==> src/rtl/bcd_pkg.sv <==
// Shared types and helpers for the sequential binary-to-BCD converter.
package bcd_pkg;

  typedef enum logic [1:0] {
    StIdle,
    StShift,
    StDone
  } state_e;

  localparam int unsigned BCD_DIGIT_W = 4;

  // ceil(w * log10(2)); w*log10(2) is never an integer for w >= 1.
  function automatic int unsigned min_digits(input int unsigned w);
    return (w * 30103 + 99999) / 100000;
  endfunction

endpackage

==> src/rtl/bcd_digit_adj.sv <==
// Double-dabble digit correction: add 3 to a BCD digit that is 5 or more.
module bcd_digit_adj
  import bcd_pkg::*;
(
  input  logic [BCD_DIGIT_W-1:0] din,
  output logic [BCD_DIGIT_W-1:0] dout
);

  always_comb begin
    dout = din;
    if (din >= BCD_DIGIT_W'(5)) begin
      dout = din + BCD_DIGIT_W'(3);
    end
  end

endmodule

==> src/rtl/bcd_seq_conv.sv <==
// Multi-cycle binary-to-BCD converter (double dabble, one bit per clock) with
// start/busy/done handshake and overflow flag. Define SIGNED_EN for two's-complement input.
module bcd_seq_conv
  import bcd_pkg::*;
#(
  parameter int unsigned W      = 8,
  parameter int unsigned DIGITS = min_digits(W)
) (
  input  logic                          clk,
  input  logic                          rst_n,
  input  logic                          start,
  input  logic [W-1:0]                  bus_in,
  output logic                          busy,
  output logic                          done,
  output logic [BCD_DIGIT_W*DIGITS-1:0] bcd,
  output logic                          ovf,
  output logic                          sign
);

  localparam int unsigned BW = BCD_DIGIT_W * DIGITS;
  localparam int unsigned CW = $clog2(W + 1);

  if (W < 4 || DIGITS < 1) begin : gen_param_check
    $error("bcd_seq_conv: requires W >= 4 and DIGITS >= 1");
  end

  state_e          state_q;
  logic [CW-1:0]   cnt_q;
  logic [BW-1:0]   bcd_work_q;
  logic [W-1:0]    bin_work_q;
  logic            ovf_work_q;
  logic            sign_work_q;

  logic [BW-1:0]   adj;
  logic [BW-1:0]   bcd_shift;
  logic [W-1:0]    bin_shift;
  logic            shift_out;
  logic [W-1:0]    load_val;
  logic            load_sign;

  for (genvar i = 0; i < DIGITS; i++) begin : gen_adj
    bcd_digit_adj u_adj (
      .din (bcd_work_q[i*BCD_DIGIT_W +: BCD_DIGIT_W]),
      .dout(adj[i*BCD_DIGIT_W +: BCD_DIGIT_W])
    );
  end

  // The bit leaving the top digit is a lost carry of 10^DIGITS, i.e. overflow.
  assign {shift_out, bcd_shift, bin_shift} = {adj, bin_work_q, 1'b0};

`ifdef SIGNED_EN
  always_comb begin
    load_sign = bus_in[W-1];
    load_val  = load_sign ? (~bus_in + W'(1)) : bus_in;
  end
`else
  always_comb begin
    load_sign = 1'b0;
    load_val  = bus_in;
  end
`endif

  always_ff @(posedge clk) begin
    if (!rst_n) begin
      state_q     <= StIdle;
      cnt_q       <= '0;
      bcd_work_q  <= '0;
      bin_work_q  <= '0;
      ovf_work_q  <= 1'b0;
      sign_work_q <= 1'b0;
      busy        <= 1'b0;
      done        <= 1'b0;
      bcd         <= '0;
      ovf         <= 1'b0;
      sign        <= 1'b0;
    end else begin
      done <= 1'b0;
      unique case (state_q)
        StIdle, StDone: begin
          if (start) begin
            bcd_work_q  <= '0;
            bin_work_q  <= load_val;
            ovf_work_q  <= 1'b0;
            sign_work_q <= load_sign;
            cnt_q       <= CW'(W);
            busy        <= 1'b1;
            state_q     <= StShift;
          end else begin
            state_q <= StIdle;
          end
        end
        StShift: begin
          bcd_work_q <= bcd_shift;
          bin_work_q <= bin_shift;
          ovf_work_q <= ovf_work_q | shift_out;
          cnt_q      <= cnt_q - CW'(1);
          if (cnt_q == CW'(1)) begin
            state_q <= StDone;
            busy    <= 1'b0;
            done    <= 1'b1;
            bcd     <= bcd_shift;
            ovf     <= ovf_work_q | shift_out;
            sign    <= sign_work_q;
          end
        end
        default: state_q <= StIdle;
      endcase
    end
  end

endmodule
==> config.mk <==
export PLATFORM = sky130hd
export DESIGN_NAME = bcd_seq_conv
export DESIGN_NICKNAME = d
export VERILOG_FILES = /design/src/rtl/bcd_pkg.sv /design/src/rtl/bcd_digit_adj.sv /design/src/rtl/bcd_seq_conv.sv
export SDC_FILE = /design/constraint.sdc
export NUM_CORES = 1
export LEC_CHECK = 0
export CORE_MARGIN = 2
export CORE_UTILIZATION = 53
export CTS_CLUSTER_SIZE = 8
export DETAILED_ROUTE_END_ITERATION = 6
export PLACE_DENSITY = 0.78
export SYNTH_ARGS = -nofsm -noshare
export SYNTH_HDL_FRONTEND = slang
export SYNTH_SLANG_ARGS = --single-unit
==> constraint.sdc <==
create_clock -name clk -period 1.8 [get_ports clk]
set_input_delay 0.18 -clock clk [delete_from_list [all_inputs] [get_ports clk]]
set_output_delay 0.18 -clock clk [all_outputs]
set_load 0.05 [all_outputs]
## Word-level counts from Yosys, hierarchy flattened

Index checks and enable logic that the tools add are counted.

- Bits in registers: 42
- Input port bits: 11
- Output and inout bits: 16
- Word-level logic and storage cells: 47

- $lt $le $gt $ge: 3
- Mux-type cells: 18
- Reduce and logical (&&, ||, !) cells: 7
- Bitwise gates (word level): 1
- $add $sub $neg: 4
- Eq/ne operators: 5

Operators with widths:

| cell | number |
|---|---|
| $pmux 12 s2 | 1 |
| $mux 4 | 4 |
| $pmux 8 s2 | 1 |
| $add 4x2->4 const B | 3 |
| $ge 4x3->1 const B | 3 |
| $mux 12 | 1 |
| $mux 8 | 1 |
| $pmux 4 s2 | 1 |
| $reduce_and 2->1 | 3 |
| $mux 1 | 5 |
| $eq 4x1->1 const B | 1 |
| $ne 2x2->1 const B | 2 |
| $pmux 1 s2 | 2 |
| $pmux 2 s2 | 1 |
| $sub 4x1->4 const B | 1 |
| $reduce_and 3->1 | 1 |
| $eq 2x1->1 const B | 1 |
| $eq 2x2->1 const B | 1 |
| $logic_not 2->1 | 1 |
| $mux 2 | 1 |
| $reduce_bool 2->1 | 1 |
| $reduce_or 2->1 | 1 |
| $or 1x1->1 | 1 |

## Longest topological paths before layout

- Depth in word-level cells: 4
- Mapped depth: 7
- Gate-level depth less buffers: 6

## By module

Synthesis repeated with hierarchy kept, for this count alone.

- Cell total of the unflattened synthesis: 211
- Area, all modules: 1856.8 µm²

Modules (own cells, without submodules):

| module | instances | seq. area each (µm²) | cells an instance | area an instance (µm²) |
|---|---|---|---|---|
| bcd_seq_conv | 1 | 840.8 | 163 | 1552.7 |
| bcd_digit_adj | 3 | 0.0 | 16 | 101.3 |

## Worst setup path after synthesis

Ideal clock, no wire load.

- Path kind: reg-to-reg
- From: register bcd_work_q[8]
- To: register bcd_work_q[10]
- Path buffers: 0
- Clock period less this slack: 1.445 ns
- Setup time: 0.075 ns
- Cell stages (with the launch flop): 7
- Slack: 0.355 ns
- Required time: 1.725 ns
- Arrival: 1.370 ns
- Cell sequence: dfxtp_1 -> inv_1 -> ha_1 -> nand2b_1 -> a21oi_1 -> mux2_2 -> o22ai_1

- Longest elaborated chain between the ends: 3
- Elaborated cells on any way between the ends: 4
- Those cells by class: add/sub: 1; order compare: 1; mux: 2

Ends and longest elaborated chain:

| element | RTL line | source |
|---|---|---|
| start: declaration | bcd_seq_conv.sv:29 | `logic [BW-1:0] bcd_work_q;` |
| start signal: assignment | bcd_seq_conv.sv:93 | `bcd_work_q <= bcd_shift;` |
| $add 4x2->4 or $ge 4x3->1 (tied branches) | bcd_digit_adj.sv:12, bcd_digit_adj.sv:11 |  |
| $mux 4 * | bcd_digit_adj.sv:11 | `if (din >= BCD_DIGIT_W'(5)) begin` |
| $pmux 12 s2 * | bcd_seq_conv.sv:78 | `unique case (state_q)` |

Mark *: on every way between the ends. The rest lies on a longest branch, timed or not.
A chain may end at the register's enable or synchronous reset.

## Final worst setup path

- From: register busy
- To: output busy

RTL lines:

| element | RTL line | source |
|---|---|---|
| start: declaration | bcd_seq_conv.sv:13 | `output logic busy,` |
| start signal: assignment | bcd_seq_conv.sv:71 | `busy <= 1'b0;` |
| start signal: assignment | bcd_seq_conv.sv:86 | `busy <= 1'b1;` |
| start signal: assignment | bcd_seq_conv.sv:99 | `busy <= 1'b0;` |

No word-level cell between the ends.

==> metrics.md <==
| Metric | Value |
|---|---|
| Finished Core Util | `64.94%` |
| Num Clock Sinks | `42` |
| Mapped Nets | `229` |
| DIE AREA | `3953 sq um` |
| Most common cell after layout, fill and taps aside | `dfxtp_1` |
| Slew Limit Headroom | `roughly half` |
| Crit share post-route | `94.81%` |
| Via/cell ratio | `5.340` |
| Vias in the first global route | `roughly 1,400` |
| CTS buffer count | `5` |
| Clk root buf | `clkbuf_4` |
| DR top layer | `met4` |
| Seq cells post-synth | `42` |
| Placed Area | `2107 sq um` |
| Crit. End Element | `primary output` |
| Clock skew | `0.003154 ns` |
| ANT cells | `0` |
| Run status | `completed` |
| Worst Tran Pin Value | `0.7196 ns` |
| Clock latency on the worst-skew pair | `0.36 ns` |
| Buf/Inv on CP | `1` |
| Final Max Tran Viols | `0` |
| Wirelength, routed | `3624 um` |
| Multiplexer share of the synthesized area | `1.839%` |
| Routed met3 length | `133 um` |
| # setup viols final | `0` |
| GPL Wtd Cong | `~0.83` |
| Critical path class | `flip-flop to primary output` |
| Simple-gate share of the synthesized area | `17.98%` |
| Post-Synth Adder-Cell Area | `5.450%` |
| Final worst setup slack | `0.09342 ns` |
| Post-synthesis cell area | `roughly 1800 sq um` |
| Compound-Gate Fraction of Synth Area | `20.78%` |
| Synth Area in XOR/XNOR | `under 10%` |
| CORE AREA | `3337 sq um` |
| Cell Rows | `21` |
| M1 WL | `1711 um` |
| Sequential share of the synthesized area | `45.78%` |
| Gr usage total | `20.33%` |
| TNS Setup | `0 ns` |
| Slowest stage cell on the critical path | `clkdlybuf4s50_1` |
| Main combinational cell family by area after synthesis | `compound AO/OA/AOI/OAI gates` |
| Wire per inst | `12.85 um` |
| Ratio of cells with drive above 1 in the final layout | `8.475%` |
| Initial core utilization | `55.04%` |
| Initial antenna violation count | `0` |
| First drt pass iteration count | `4` |
| CTS tree | `done` |
| Final Hold Viols | `0` |
| DP Worst Slack | `0.2114 ns` |
| Cells after synthesis | `210` |
| Clk slew on worst S/H paths | `0.11 ns` |
| Peak VDD IR | `0.4972 mV` |
| RSZ-0062 raised after global routing | `false` |
| Final instance area | `between 2000 and 2500 sq um` |
| Achievable Freq | `between 500 and 600 MHz` |
| Routed wl met2 | `1688 um` |
| HPWL after DPL | `about 2500 um` |
| Post-cts resize count | `0` |
| Vias | `1,506` |
| Iteration-0 DRC Markers | `slightly below 70` |
| Element type at the critical path start | `flip-flop` |
| Critical path required time | `1.62 ns` |
| Crit path time final | `1.707 ns` |
| Layout area overhead | `17.98%` |
| Pwr Density | `about 780 nW/um^2` |
| Worst Hold Class | `input port to flip-flop` |
| CTS H-tree depth | `2` |
| Die Ht | `about 63 um` |
| Grt ovf | `0` |
| Port Buf Inserts | `25` |
| First-pass GRT wire length | `between 6000 and 7000 um` |
| Fin nets | `254` |
| # DRC | `0` |
| Critical-path cell list | `clkdlybuf4s50_1` |
| Hold buffers post-CTS | `0` |
| Syn. warnings | `0` |
| WP data arrival | `approximately 1.5 ns` |
| Worst-case clock buffer depth | `2` |
| Setup repair bufs after CTS | `0` |
| Die Width | `roughly 63 um` |
| Critical Path Fanout Max | `2` |
| Max-cap violations | `0` |
| Most frequent cells in the layout | `42 x dfxtp_1, 27 x a21oi_1, 25 x clkdlybuf4s50_1` |
| Syn_area_per_cell | `8.746 sq um` |
| Cell family contributing the most delay on the critical path | `buffers and inverters` |
| Final ANT Viol Nets | `0` |
| WHS | `0.4459 ns` |
| I/O pin total | `27` |
| Largest net degree at the start of global routing | `24` |
| Post-synthesis cell type count | `31` |
| Slowest stage delay, CP | `0.81 ns` |
| Total leakage power | `0.7551 nW` |
per-stage QoR:
step | power, mW | cells
after floorplan | 1.159 | 210
after global placement | 1.220 | 274
after detailed placement | 1.223 | 274
after CTS | 1.707 | 282
after global routing | 1.769 | 282
final | 1.687 | 282
Yosys cell counts:
cell      count  share of area (%)
a211oi_1      4                1.6
a21oi_1      27                7.4
a22oi_1       9                3.7
a311oi_1      1               0.48
a31oi_1       1               0.34
and2_4        1               0.48
buf_2         6                1.6
buf_4         2               0.82
buf_6         2                1.2
clkbuf_1      2               0.41
conb_1        1               0.20
dfxtp_1      42                 46
ha_1          8                5.4
inv_1        12                2.5
mux2_2        3                1.8
nand2_1      11                2.2
nand2_2       1               0.34
nand2b_1      4                1.4
nand3_1      17                4.6
nor2_1       14                2.9
nor2_4        1               0.61
nor2b_1       1               0.34
nor2b_2       1               0.48
nor3_1        4                1.1
nor3b_1       7                2.9
nor3b_2       1               0.68
o21ai_0      12                3.3
o21ai_1       3               0.82
o22ai_1       8                2.7
o32ai_1       1               0.48
xnor2_1       3                1.4
tightest hold or removal path, stage by stage:
cell and delay (ns):
clkdlybuf4s50_1 0.45, a22oi_1 0.07, nor2_1 0.07
layout make-up:
cell class	count	area, sq um
Clock inverter	1	5.005
Sequential cell	42	840.8
Multi-Input combinational cell	144	875.8
Clock buffer	7	55.05
Tap cell	46	57.56
Fill cell	312	1170
Inverter	12	45.04
Timing Repair Buffer	30	287.8
logic make-up (layout without fill, tap and decap cells):
family / after synthesis / count (layout)
AOI/OAI and AO/OA: 66 / 66
and+or+nand+nor: 63 / 63
DFF: 42 / 42
buffers and inverters: 24 / 50
adders and majority gates: 8 / 8
xor gates and xnor gates: 3 / 3
muxes: 3 / 3
other: 1 / 1
where the power goes:
| part | internal, mW | total (mW) | switching [mW] |
|---|---|---|---|
| combinational | 0.0848 | 0.219 | 0.134 |
| sequential | 0.961 | 0.982 | 0.0206 |
| clock | 0.189 | 0.487 | 0.297 |
| total | 1.23 | 1.69 | 0.452 |
flip-flops by register name (all words and copies together), names as in the netlist:
signal / count
bin_work_q: 8
ovf_work_q: 1
cnt_q: 4
state_q: 2
done: 1
ovf: 1
bcd_work_q: 12
bcd: 12
busy: 1
layer usage:
metal,track usage [%],up-vias
li1,-,791
met1,23.56,673
met2,33.51,35
met3,5.045,7
met4,12.50,0
met5,0,-
path summary, 6_finish.rpt:
path	start	cells after the start	endpoint	slack [ns]
max reg2reg	bcd_work_q[8]	6	bcd_work_q[10]	0.17
max	busy	1	busy	0.09
min reg2reg	bcd[0]	2	bcd[0]	0.47
min	bus_in[0]	3	bin_work_q[0]	0.45
Note: power is estimated with default switching activity, not from simulation.
